[config.mk]
export PLATFORM = sky130hd
export DESIGN_NAME = uart_apb_master
export DESIGN_NICKNAME = d
export VERILOG_FILES = /design/src/rtl/uart_apb_master.sv
export SDC_FILE = /design/constraint.sdc
export NUM_CORES = 1
export LEC_CHECK = 0
export ABC_AREA = 1
export CORE_UTILIZATION = 43
export DETAILED_ROUTE_END_ITERATION = 8
export PLACE_DENSITY = 0.78
export SYNTH_ARGS = -nofsm -noshare
export SYNTH_HDL_FRONTEND = slang
export SYNTH_SLANG_ARGS = --single-unit
[constraint.sdc]
create_clock -name PCLK -period 1.8 [get_ports PCLK]
set_input_delay 0.36 -clock PCLK [delete_from_list [all_inputs] [get_ports PCLK]]
set_output_delay 0.36 -clock PCLK [all_outputs]
set_load 0.05 [all_outputs]
[src/rtl/uart_apb_master.sv]
// APB initiator for the UART register slave.
// Single-beat local requests become APB SETUP/ACCESS transfers with a PREADY timeout.
module uart_apb_master #(
    parameter int ADDR_W  = 2,
    parameter int DATA_W  = 8,
    parameter int TIMEOUT = 16
) (
    input  logic              PCLK,
    input  logic              PRESET,
    input  logic              req_valid,
    output logic              req_ready,
    input  logic              req_write,
    input  logic [ADDR_W-1:0] req_addr,
    input  logic [DATA_W-1:0] req_wdata,
    output logic              rsp_valid,
    output logic [DATA_W-1:0] rsp_rdata,
    output logic              rsp_err,
    output logic              busy,
    output logic              PSEL,
    output logic              PENABLE,
    output logic [ADDR_W-1:0] PADDR,
    output logic              PWRITE,
    output logic [DATA_W-1:0] PWDATA,
    input  logic [DATA_W-1:0] PRDATA,
    input  logic              PREADY
);

    localparam int CNT_W = (TIMEOUT > 0) ? $clog2(TIMEOUT + 1) : 1;
    localparam logic [CNT_W-1:0] TO_V = CNT_W'(TIMEOUT);

    typedef enum logic [1:0] {
        IDLE   = 2'd0,
        SETUP  = 2'd1,
        ACCESS = 2'd2
    } state_t;

    state_t           state;
    logic [CNT_W-1:0] cnt;
    logic [CNT_W-1:0] cnt_inc;
    logic             expired;

    // Saturating increment so a wait-forever transfer never wraps the counter.
    assign cnt_inc = (cnt == {CNT_W{1'b1}}) ? cnt : cnt + 1'b1;
    assign expired = (TIMEOUT != 0) && (cnt_inc == TO_V);

    always_ff @(posedge PCLK) begin
        if (PRESET) begin
            state     <= IDLE;
            cnt       <= '0;
            req_ready <= 1'b1;
            busy      <= 1'b0;
            rsp_valid <= 1'b0;
            rsp_rdata <= '0;
            rsp_err   <= 1'b0;
            PSEL      <= 1'b0;
            PENABLE   <= 1'b0;
            PADDR     <= '0;
            PWRITE    <= 1'b0;
            PWDATA    <= '0;
        end else begin
            rsp_valid <= 1'b0;
            unique case (state)
                IDLE: begin
                    if (req_valid) begin
                        state     <= SETUP;
                        cnt       <= '0;
                        req_ready <= 1'b0;
                        busy      <= 1'b1;
                        rsp_err   <= 1'b0;
                        PSEL      <= 1'b1;
                        PENABLE   <= 1'b0;
                        PADDR     <= req_addr;
                        PWRITE    <= req_write;
                        PWDATA    <= req_write ? req_wdata : '0;
                    end
                end
                SETUP: begin
                    state   <= ACCESS;
                    PENABLE <= 1'b1;
                end
                ACCESS: begin
                    if (PREADY || expired) begin
                        state     <= IDLE;
                        req_ready <= 1'b1;
                        busy      <= 1'b0;
                        rsp_valid <= 1'b1;
                        rsp_err   <= ~PREADY;
                        rsp_rdata <= (PREADY && !PWRITE) ? PRDATA : '0;
                        PSEL      <= 1'b0;
                        PENABLE   <= 1'b0;
                    end else begin
                        cnt <= cnt_inc;
                    end
                end
                default: begin
                    state     <= IDLE;
                    req_ready <= 1'b1;
                    busy      <= 1'b0;
                    PSEL      <= 1'b0;
                    PENABLE   <= 1'b0;
                end
            endcase
        end
    end

endmodule

**Word level (Yosys, flattened, before mapping)**

Cells that the tools add are included.

- Word-level logic and storage cells: 53
- Input bits: 23
- Output and inout bits: 25
- Bits in registers: 31

- $add $sub $neg: 1
- Reductions and logical operators: 12
- Eq/ne operators: 7
- Bitwise gates (word level): 3
- Muxes and demuxes: 19

Operators by type and width:

| operator | number |
|---|---|
| $mux W8 | 2 |
| $mux W5 | 3 |
| $eq A5 B5 Y1 const B | 2 |
| $pmux W5 S2 | 1 |
| $pmux W1 S3 | 3 |
| $reduce_and A3 Y1 | 3 |
| $mux W1 | 6 |
| $ne A2 B2 Y1 const B | 3 |
| $pmux W2 S3 | 1 |
| $reduce_and A2 Y1 | 3 |
| $add A5 B1 Y5 const B | 1 |
| $mux W2 | 2 |
| $not A1 Y1 | 3 |
| $eq A2 B1 Y1 const B | 1 |
| $eq A2 B2 Y1 const B | 1 |
| $logic_not A2 Y1 | 1 |
| $pmux W1 S2 | 1 |
| $reduce_bool A2 Y1 | 1 |
| $reduce_or A2 Y1 | 1 |
| $logic_and A1 B1 Y1 | 1 |
| $logic_not A1 Y1 | 1 |
| $logic_or A1 B1 Y1 | 1 |

**Depth between registers and ports, before layout**

Gate-level depths: netlist of the first run.

- Depth after elaboration: 6
- Gate-level depth with buffers: 13
- Depth with buffers taken out: 12

**Worst setup path after synthesis of the first run**

Ideal clock, no wire load.

- Path type: register to register
- Start point: reg PENABLE (netlist name)
- End point: reg cnt[1]
- Stages on the path, launching flop included: 10
- Arrival time: 1.554 ns
- Path slack: 0.119 ns
- Cells stage by stage: dfxtp_1 > inv_1 > nor2_4 > inv_1 > nor2_1 > nand2_2 > nand2_2 > nand2_1 > o21ai_0 > nor2_1

RTL lines:

| element | RTL line | text |
|---|---|---|
| end signal: assignment | 92 | `cnt <= cnt_inc;` |
| end: declaration | 38 | `logic [CNT_W-1:0] cnt;` |

**Final worst setup path of the first run**

- Start point: reg cnt[0]
- End point: reg rsp_rdata[6]

- Cells in the longest elaborated chain, start to end: 5

Ends and longest elaborated chain:

| element | RTL line | text |
|---|---|---|
| $add A5 B1 Y5 or $eq A5 B5 Y1 (tied branches) | 43 | `assign cnt_inc = (cnt == {CNT_W{1'b1}}) ? cnt : cnt + 1'b1;` |
| $mux W5 (*) | 43 |  |
| $eq A5 B5 Y1 (*) | 44 | `assign expired = (TIMEOUT != 0) && (cnt_inc == TO_V);` |
| $logic_or A1 B1 Y1 (*) | 82 | `if (PREADY \|\| expired) begin` |
| $reduce_and A2 Y1 (no source line) (*) | - |  |
| end signal: assignment | 88 | `rsp_rdata <= (PREADY && !PWRITE) ? PRDATA : '0;` |
| end: declaration | 16 | `output logic [DATA_W-1:0] rsp_rdata,` |

Every way passes the cells marked *; elsewhere a longest branch is shown, timed or not.
A chain may end at the register's enable or synchronous reset.

==> impl_metrics.py, run 1 <==
metrics = {
    "status": {
        "status": "finished, violations left",
        "violations": "DRC",
    },
    "synth": {
        "synth_common_cells": "nand2_1, dfxtp_1, nand3_1, nor2_1, a21oi_1",
        "netlist_top_cells_area": "dfxtp_1, nand2_1, nand3_1",
        "syn_nets": 192,
        "synth_top_area_cell": "dfxtp_1",
        "synth_flop_cell": "dfxtp_1",
        "yosysSeqAreaShare_pct": 46.6,
        "netlist.area_leader.share_pct": 46.6,
        "yosysWarnings": 0,
        "synth_most_common_cell": "nand2_1",
        "synth.distinct_cells": 21,
        "syn_inst": 168,
        "synthArstFlopShare_pct": 0,
        "ys_ff_latch": 30,
        "synth_edf_count": 0,
        "avgSynthCellArea_um2": 7.66,
        "synth_area_um2": 1290,
    },
    "clocking": {
        "clockRootBuffer": "clkbuf_4",
        "clk_pin_slew_ns": 0.09,
        "clock_sinks": 30,
        "cts_buffer_depth": 2,
        "hold_buffers": 0,
        "cts_tree": "yes",
        "clock_latency_ns": 0.31,
        "numCtsBuffers": 5,
        "htree_num_levels": 2,
    },
    "die": {
        "start_util_pct": 45.9,
        "rows": 19,
        "core_um2": 2810,
        "die_w_um": 56.7,
        "die-area_um2": 3220,
        "io_pins": 48,
        "die_h_um": 56.7,
    },
    "grt": {
        "antenna_found_initial": 0,
        "grt_util_all_layers_pct": 19.8,
        "grt_pass1_wl_um": 4790,
        "grt_max_degree": 16,
        "gr-total-overflow": 0,
        "grt_pass1_vias": 1122,
    },
    "sta": {
        "drv_slew": 0,
        "fin_crit_sh_pct": 92.5,
        "holdWs_ns": 0.469,
        "tightest_slew_ns": 0.500,
        "setup-violations-final": 0,
        "slew-limit-headroom_pct": 66.6,
        "min_period_ns": 1.67,
        "finalHoldViolations": 0,
        "fin_skew_ns": 0.00451,
        "clock.fmax_mhz": 601,
    },
    "job": {
        "maxCapViolCount": 0,
    },
    "placed_design": {
        "placed_area_um2": 1710,
        "port_buffers": 47,
        "dp.cells": 241,
        "gp_congestion": 0.847,
        "place_hpwl_um": 2210,
    },
    "power": {
        "pwr-share-clk_pct": 27.1,
        "switching_share_pct": 30.6,
        "seqPwrFrac_pct": 49.0,
        "p_int_mw": 1.03,
        "cellLeakagePower_nw": 0.885,
        "p_per_area_nw_per_um2": 785,
        "power_frac_comb_pct": 23.8,
        "max-vdd-ir-drop_v": 0.000447,
        "p_switching_mw": 0.454,
    },
    "setup_path": {
        "path_cells": "ha_4, nand4_1, nand2_1, nor2_2, nand3_2, nand2_4, nand2_8, nor2_4, nand3_1, nand2_1",
        "required_ns": 2.06,
        "max_stage_delay_ns": 0.37,
        "cp.arrival_ns": 1.93,
        "cp-end-kind": "flop",
        "crit_path_max_fanout": 6,
        "worstSetupStartpointType": "flop",
        "crit_top_cell": "nand2_1",
        "crit_slowest_cell": "dfxtp_4",
        "worstSetupPathType": "reg2reg",
        "cp_top_family": "simple AND/OR/NAND/NOR gates",
        "cp.buffers_inverters": 0,
    },
    "routing": {
        "routed_wl_um": 3160,
        "drtPass1Iterations": 6,
        "wl_met3_um": 224,
        "drt_iter0_drc": 53,
        "via_per_inst": 5.17,
        "wl_per_cell_um": 12.2,
        "drcViolationCount": 2,
        "met2_length_um": 1580,
        "ant_nets": 0,
        "wl_met1_um": 1310,
        "vias": 1333,
        "maxUsedRoutingLayer": "met4",
    },
    "hold_path": {
        "hp-class": "reg2reg",
    },
    "final_layout": {
        "drive_gt1_share_pct": 26.0,
        "syn_to_final_growth_pct": 46.6,
        "fillCellCount": 233,
        "final_area_um2": 1890,
        "final_cell_count_no_fill": 258,
        "final_nets": 250,
        "antenna_cells": 0,
    },
}
-- power groups by stage --
stage,logic (mW),registers (mW),clock network [mW]
detailed placement,0.318,0.741,0
CTS,0.318,0.726,0.421
finish,0.353,0.727,0.402
global placement,0.313,0.739,0
floorplan,0.130,0.814,0
global route,0.380,0.732,0.452
-- registers in the layout (all words and copies together), names as in the netlist, 2 cells and up --
signal and cells:
cnt 5, rsp_rdata 8, PADDR 2, PWDATA 8
-- what timing repair did --
item	in CTS	in global routing
buffers inserted	0	7
gates resized for setup	0	13
setup endpoints to repair	0	16
-- tightest hold or removal path, delay by kind of cell (launching register included) --
| family | cells | cell delay, ns |
|---|---|---|
| compound gates | 1 | 0.05 |
| simple gates | 1 | 0.06 |
| flops | 1 | 0.32 |
-- layout by cell type, fill, tap and decap left out --
master | netlist | routed
clkbuf_8 | 0 | 1
nand2_2 | 4 | 3
nand3_1 | 27 | 26
nor2_2 | 2 | 2
nand2_4 | 1 | 3
clkbuf_4 | 0 | 5
clkbuf_1 | 5 | 1
nand2_8 | 0 | 1
nand4_1 | 2 | 2
nor2_8 | 1 | 1
a22oi_1 | 2 | 2
dfxtp_2 | 0 | 1
o21ai_1 | 0 | 2
dfxtp_4 | 0 | 1
nor2_4 | 1 | 2
nor2_1 | 16 | 16
ha_4 | 0 | 1
clkdlybuf4s50_1 | 0 | 22
clkinv_2 | 0 | 1
nand2_1 | 37 | 36
inv_1 | 12 | 12
o21ai_0 | 6 | 4
dlymetal6s2s_1 | 0 | 1
dfxtp_1 | 30 | 28
nand3_2 | 2 | 3
buf_4 | 1 | 34
a21oi_1 | 14 | 14
o21a_1 | 2 | 2
-- cell type report --
type | instances | area, um^2 | area share, %
clock buffers | 7 | 55.1 | 2.92
inverters | 12 | 45.0 | 2.39
well taps | 31 | 38.8 | 2.05
flip-flops and latches | 30 | 606 | 32.1
clock inverters | 1 | 5.00 | 0.265
repair buffers | 57 | 488 | 25.8
multi-input cells | 120 | 651 | 34.5
-- final timing paths --
path / start / to / slack, ns / depth (start not counted)
worst max register to register: cnt[0]$_SDFFE_PP0P_ / rsp_rdata[6]$_SDFFE_PP0P_ / 0.14 / 10
worst min register to register: PWDATA[5]$_SDFFE_PP0P_ / PWDATA[5]$_SDFFE_PP0P_ / 0.47 / 2
worst min-delay path: PWDATA[5]$_SDFFE_PP0P_ / PWDATA[5]$_SDFFE_PP0P_ / 0.47 / 2
worst max-delay path: cnt[0]$_SDFFE_PP0P_ / rsp_rdata[6]$_SDFFE_PP0P_ / 0.14 / 10
-- layer usage --
layer  global-route usage (%)  vias up
met5                        0        -
met4                     8.57        0
met3                     6.45        5
met2                     33.7       50
met1                     22.5      613
li1                         -      665
-- through the flow --
step | util (%) | setup slack (ns) | setup TNS, ns | power (mW)
after floorplan | - | 0.119 | 0 | 0.944
after global placement | 60.8 | 0.198 | 0 | 1.05
after detailed placement | 60.8 | 0.0958 | 0 | 1.06
after CTS | 63.0 | 0.00534 | 0 | 1.46
after global routing | 67.3 | -0.0131 | -0.0131 | 1.56
final | 67.3 | 0.135 | 0 | 1.48
-- kinds of logic (layout without fill, tap and decap cells) --
logic type | Yosys count | in the layout | share of synthesized area [%]
AO/OA/AOI/OAI | 24 | 24 | 10.1
adder cells (fa/ha/maj) | 1 | 1 | 0.972
buffers and inverters | 20 | 77 | 7.58
flip-flops | 30 | 30 | 46.6
AND/OR/NAND/NOR | 93 | 95 | 34.7
Power figures use the tool's default switching activity.
==> inputs of run 2 (changes only) <==
Settings changed: ABC_CLOCK_PERIOD_IN_PS set to 1800.
==> results of run 2 <==
Final layout, timing and power as in run 1 (identical DEF).
